File: src/rtl/iter_multiplier.sv
// Iterative shift-add multiplier: one partial product per cycle, WIDTH cycles per product.
// Define MULT_SIGNED_EN to honour MultSigned (sign-magnitude around the unsigned core).
module iter_multiplier #(
  parameter int WIDTH = 32
) (
  input  logic                 clk,
  input  logic                 reset_n,
  input  logic                 MultStart,
  input  logic                 MultSigned,
  input  logic                 Flush,
  input  logic [WIDTH-1:0]     SrcA,
  input  logic [WIDTH-1:0]     SrcB,
  output logic                 ProdV,
  output logic [2*WIDTH-1:0]   Prod,
  output logic                 Busy
);

  localparam int CW = $clog2(WIDTH + 1);

  typedef enum logic [1:0] {
    IDLE = 2'd0,
    RUN  = 2'd1,
    DONE = 2'd2
  } state_t;

  state_t               stateReg, stateNext;
  logic [WIDTH-1:0]     mcandReg, mcandNext;
  logic [2*WIDTH-1:0]   accReg, accNext;
  logic [CW-1:0]        cntReg, cntNext;
  logic                 negReg, negNext;
  logic [2*WIDTH-1:0]   prodReg, prodNext;

  logic [WIDTH-1:0]     opA, opB;
  logic                 opNeg;
  logic [WIDTH:0]       partial;
  logic [2*WIDTH-1:0]   shifted;

`ifdef MULT_SIGNED_EN
  always_comb begin
    opNeg = MultSigned & (SrcA[WIDTH-1] ^ SrcB[WIDTH-1]);
    opA   = (MultSigned && SrcA[WIDTH-1]) ? (~SrcA + WIDTH'(1)) : SrcA;
    opB   = (MultSigned && SrcB[WIDTH-1]) ? (~SrcB + WIDTH'(1)) : SrcB;
  end
`else
  logic unusedSigned;
  assign unusedSigned = MultSigned;
  always_comb begin
    opNeg = 1'b0;
    opA   = SrcA;
    opB   = SrcB;
  end
`endif

  // Upper half accumulates, lower half holds the multiplier bits still to be consumed.
  assign partial = {1'b0, accReg[2*WIDTH-1:WIDTH]}
                 + (accReg[0] ? {1'b0, mcandReg} : {(WIDTH+1){1'b0}});
  assign shifted = {partial, accReg[WIDTH-1:1]};

  always_comb begin
    stateNext = stateReg;
    mcandNext = mcandReg;
    accNext   = accReg;
    cntNext   = cntReg;
    negNext   = negReg;
    prodNext  = prodReg;
    if (Flush) begin
      stateNext = IDLE;
    end else begin
      case (stateReg)
        IDLE: begin
          if (MultStart) begin
            mcandNext = opA;
            accNext   = {{WIDTH{1'b0}}, opB};
            cntNext   = CW'(WIDTH);
            negNext   = opNeg;
            stateNext = RUN;
          end
        end
        RUN: begin
          accNext = shifted;
          cntNext = cntReg - CW'(1);
          if (cntReg == CW'(1)) begin
            stateNext = DONE;
            prodNext  = negReg ? (~shifted + (2*WIDTH)'(1)) : shifted;
          end
        end
        DONE:    stateNext = IDLE;
        default: stateNext = IDLE;
      endcase
    end
  end

  always_ff @(posedge clk or negedge reset_n) begin
    if (!reset_n) begin
      stateReg <= IDLE;
      mcandReg <= '0;
      accReg   <= '0;
      cntReg   <= '0;
      negReg   <= 1'b0;
      prodReg  <= '0;
    end else begin
      stateReg <= stateNext;
      mcandReg <= mcandNext;
      accReg   <= accNext;
      cntReg   <= cntNext;
      negReg   <= negNext;
      prodReg  <= prodNext;
    end
  end

  assign Prod  = prodReg;
  assign ProdV = (stateReg == DONE);
  assign Busy  = (stateReg == RUN);

endmodule

File: config.mk
export PLATFORM = sky130hd
export DESIGN_NAME = iter_multiplier
export DESIGN_NICKNAME = d
export VERILOG_FILES = /design/src/rtl/iter_multiplier.sv
export SDC_FILE = /design/constraint.sdc
export NUM_CORES = 1
export LEC_CHECK = 0
export ABC_AREA = 1
export BUFFER_PORTS_ARGS = -buffer_cell sky130_fd_sc_hd__buf_2
export CORE_ASPECT_RATIO = 0.9
export CORE_UTILIZATION = 50
export DETAILED_ROUTE_END_ITERATION = 16
export HOLD_SLACK_MARGIN = 0.05
export PLACE_DENSITY = 0.75
export SLEW_MARGIN = 20
export SYNTH_ARGS = -nofsm -noshare
export SYNTH_HDL_FRONTEND = slang
export SYNTH_SLANG_ARGS = --single-unit
File: constraint.sdc
create_clock -name clk -period 2.2 [get_ports clk]
set_input_delay 0.44 -clock clk [delete_from_list [all_inputs] [get_ports clk]]
set_output_delay 0.44 -clock clk [all_outputs]
set_load 0.005 [all_outputs]
# After elaboration in Yosys (flattened, before gate mapping)
# Index checks and enable logic that the tools add are counted.
dict set report totals {
  latchBits 0
  elab_cells 29
  reg_bits 168
  inputBits 69
  ram_bits 0
  n_memories 0
  output_inout_bits 66
  rom_bits 0
}
dict set report op_classes {
  order_cmp 0
  mux 9
  add_sub_neg 2
  div 0
  n_reduce_logical 6
  n_mul 0
  shift 0
  bitwise 1
  eq_ne 6
}
# op n
set op_table {}
lappend op_table {{64-bit one-hot mux with 2 select lines} 1}
lappend op_table {{64-bit 2-to-1 mux} 1}
lappend op_table {{32-bit by 32-bit adder with 33-bit output} 1}
lappend op_table {{32-bit 2-to-1 mux} 1}
lappend op_table {{6-bit one-hot mux with 2 select lines} 1}
lappend op_table {{3-bit AND reduction} 3}
lappend op_table {{6-bit by 1-bit == test with 1-bit output (second input constant)} 1}
lappend op_table {{2-bit 2-to-1 mux} 3}
lappend op_table {{6-bit 2-to-1 mux} 1}
lappend op_table {{6-bit by 1-bit subtractor with 6-bit output (second input constant)} 1}
lappend op_table {{2-bit one-hot mux with 2 select lines} 1}
lappend op_table {{3-bit by 2-bit != test with 1-bit output (second input constant)} 1}
lappend op_table {{3-bit != test (second input constant)} 1}
lappend op_table {{2-bit by 1-bit == test with 1-bit output (second input constant)} 1}
lappend op_table {{2-bit == test (second input constant)} 1}
lappend op_table {{2-bit zero test} 1}
lappend op_table {{2-bit != test (second input constant)} 1}
lappend op_table {{2-bit AND reduction} 1}
lappend op_table {{2-bit nonzero test} 1}
lappend op_table {{1-bit NOT} 1}

# Depth between registers and ports, before layout
dict set report depth {
  depth_word 4
  ltp_mapped 17
  mapped_depth_nobuf 15
}

# Worst setup path before layout
# OpenSTA, ideal clock, no wires.
dict set report synth_path {
  kind {register to register}
  startpoint {register accReg[0]}
  endpoint {register accReg[47]}
  setup_slack_ns -0.193
  arrival_ns 2.275
  period_less_slack_ns 2.393
  setup_ns 0.118
  stages_incl_launch_ff 16
  required_time_ns 2.082
  path_buffers 2
  cell_sequence {dfrtp_1 clkbuf_1 clkbuf_1 nand2_1 inv_1 ha_1 fa_1 nand3_1 nand3_1 nand2_1 nand2_1 nand2_1 nand2_1 or2_2 nand3_1 nand2_1}
}
dict set report synth_via {
  elab_chain_cells 3
}
# element line
set synth_rtl {}
lappend synth_rtl {{start: declaration} 28} ;# logic [2*WIDTH-1:0] accReg, accNext;
lappend synth_rtl {{start signal: assignment} 104} ;# accReg <= accNext;
lappend synth_rtl {{32-bit 2-to-1 mux} 56} ;# + (accReg[0] ? {1'b0, mcandReg} : {(WIDTH+1){1'b0}});
lappend synth_rtl {{32-bit by 32-bit adder with 33-bit output} 56}
lappend synth_rtl {{64-bit one-hot mux with 2 select lines} 69} ;# case (stateReg)
# No other way between the ends.
# A chain may end at the register's enable or synchronous reset.

# Worst setup path after layout
dict set report layout_path {
  startpoint {register accReg[0]}
  endpoint {register accReg[63]}
}
# Same word-level chain as after synthesis.

==> impl_metrics.yaml <==
global_route:
  grt_util_all_layers_pct: 27.54
  grt_max_degree: 88
  grt_pass1_vias: 8054
  grt.overflow.total: 0
  antenna_found_initial: 1
  grt_first_pass_wirelength_mm: 39.68
worst_setup_path:
  path_cells: "clkbuf_4, buf_12, nand2_1, inv_1, ha_4, nand2_1, nand2_1, a21oi_2, nor2_1, nor2_2, nor2_1, nor2_1, nand2_1, nand2_1, nand2_1"
  reg2reg_from: "accReg[0]"
  worst-setup-path-type: "reg -> reg"
  crit_slowest_cell: "dfrtp_2"
  cp_common_cell: "nand2_1"
  worstSetupStartpointType: "flip-flop"
  crit_path_end_kind: "flip-flop"
  worstPathMaxFanout: 5
  r2r_cells: 15
  r2r_end: "accReg[63]"
  reg2reg_slack_ns: -0.13
  critPathTopFamily: "simple AND/OR/NAND/NOR gates"
  crit_required_ns: 2.52
  max_stage_delay_ns: 0.41
  arrival_ns: 2.65
  critPathBufInv: 3
routing:
  vias: 8866
  first_pass_iters: 7
  wl_per_cell_um: 15.42
  drtAntennaViolNets: 0
  routed_wl_mm: 26.24
  route.detailed.drc: 0
  first_iter_violations: 744
  routed_via_density: 5.209
placed_design:
  portBuffers: 133
  gp_congestion: 0.9210
  dp_hpwl_mm: 17.55
sta:
  fin_skew_ns: 0.01322
  fmax_mhz: 429.6
  relSlewSlack_pct: 71.06
  min_period_ns: 2.328
  hold_viol_final: 0
  finalSetupViolations: 16
  fin_ws_ns: -0.1277
  fin_crit_sh_pct: 105.8
  rsz0062_at_grt: "true"
  worst_pin_slew_ns: 0.4342
  hold_ws_ns: 0.1891
  finalMaxSlewViolations: 0
yosys:
  avgSynthCellArea_sq_um: 7.204
  synth_seq_cells: 168
  ys_seq_area_share_pct: 46.06
  syn_area_sq_um: 9128
  ys_types: 30
  yosysWarnings: 0
  postSynthCellCount: 1267
  syn_nets: 1371
clock_tree:
  htreeDepth: 4
  clkTransAtPathRegs_ns: 0.08
  cts_made_buffers: 17
  clk-insertion-delay-late_ns: 0.44
  cts_tree: "built"
  clock-sinks: 168
  clock_path_buffers: 2
  root_buffer: "clkbuf_16"
floorplanning:
  die_w_um: 144.4
  core_area_sq_um: 17730
  die_h_um: 130.2
  start_util_pct: 51.49
  rows: 46
  die_area_sq_um: 18800
  io_pins: 135
finish:
  mostFrequentLayoutCell: "nand2_1"
  synthToLayoutAreaGrowth_pct: 33.54
  nFillCells: 1428
  final_cell_mix: "440 x nand2_1, 175 x inv_1, 167 x dfrtp_1"
  final_util_pct: 68.76
  nets: 1552
  drive_above_1_share_pct: 28.27
hold_path:
  worstHoldPathType: "in -> reg"
  worstHoldEndpoint: "mcandReg[23]"
  whs_path_depth: 3
  worstHoldStart: "SrcA[23]"
run_status:
  status: "finished, violations left"
  violations: "setup timing"
power:
  p_leak_nw: 6.832
  power_density_nw_per_um2: 982.5
  vdd_drop_max_mv: 0.6590
  p_total_mw: 11.98
flow_run:
  drv_cap: 0
==> worst max path at each step <==
stage | depth (start not counted) | slack [ns] | startpoint | end
after global placement | 14 | -0.09 | accReg[0] | Prod[53]
after detailed placement | 14 | -0.12 | accReg[0] | Prod[53]
after global routing | 15 | -0.21 | accReg[0] | accReg[63]
after floorplan | 15 | 0.006 | accReg[0] | accReg[47]
final | 15 | -0.13 | accReg[0] | accReg[63]
after CTS | 14 | -0.02 | accReg[0] | Prod[59]
==> worst min-delay path: stages <==
cell and delay [ns]:
buf_2 0.07, nand2_1 0.04, nand2_1 0.05
==> synth_stat cells, drive strengths merged <==
cell type,count,area [sq um]
a21o,1,7.510
and2,2,12.51
a21oi,23,115.1
dfrtp,168,4204
o21ai,93,469.2
nor4,1,6.260
o22ai,32,200.2
inv,186,698.2
fa,1,20.02
nand2,498,1869
nor2,88,347.8
o21bai,3,22.52
nand3,67,335.3
nand4,4,25.02
clkbuf,26,97.59
xnor2,11,96.34
nor3,4,20.02
xor2,3,26.28
ha,34,425.4
buf,16,86.33
or2,1,6.260
nand3b,4,30.03
a31oi,1,6.260
==> cell families (layout without fill, tap and decap cells) <==
logic type / Yosys count / in the layout / share of synthesized area [%]
XOR/XNOR: 14 / 14 / 1.343
AO/OA/AOI/OAI: 153 / 153 / 8.993
flip-flops: 168 / 168 / 46.06
AND/OR/NAND/NOR: 669 / 669 / 29.06
buffers and inverters: 228 / 422 / 9.664
adder cells (fa/ha/maj): 35 / 35 / 4.880
other: 0 / 1 / 0
==> repair_timing <==
| item | CTS | global route |
|---|---|---|
| endpoints found under the hold margin | 31 | 0 |
| hold buffers | 1 | 0 |
| endpoints found under the setup margin | 39 | 54 |
| gates resized for setup | 33 | 189 |
| gates cloned | 0 | 3 |
| pin swaps | 5 | 39 |
| buffers inserted | 0 | 6 |
==> registers in the layout (all words and copies together), names as in the netlist <==
name      flops
cntReg        6
accReg       64
mcandReg     32
stateReg      2
Prod         64
==> cell type report <==
cell class	count	area (sq um)	share of cell area, %
clock inverter	15	157.7	1.293
sequential	168	4205	34.50
antenna	1	2.502	0.02053
clock buffer	17	425.4	3.490
timing repair buffer	204	1340	10.99
multi-input combinational	871	5056	41.48
inverter	186	701.9	5.759
tap	240	300.3	2.464
==> routing by layer <==
layer / up-vias / global-route usage [%] / share of wire [%]
li1: 4298 / - / -
met1: 4167 / 39.26 / 44
met2: 345 / 41.32 / 45
met3: 56 / 6.642 / 8.1
met4: 0 / 8.669 / 2.4
met5: - / 0 / 0
==> power breakdown <==
part,leakage [nW],switching [mW],internal (mW)
combinational,4.42,2.37,2.00
sequential,2.12,0.639,3.98
clock,0.287,1.47,1.52
total,6.83,4.48,7.50
==> stage by stage <==
stage               setup TNS, ns  cell area (sq um)  worst slack (ns)  std cells
global placement           -1.145              10470          -0.08506       1659
CTS                      -0.04120              11210          -0.01640       1692
floorplan                       0               9166          0.005721       1267
detailed placement         -1.879              10470           -0.1223       1659
finish                    -0.6884              12190           -0.1277       1702
global route               -5.032              12190           -0.2057       1702
(Power assumes the default switching activity.)
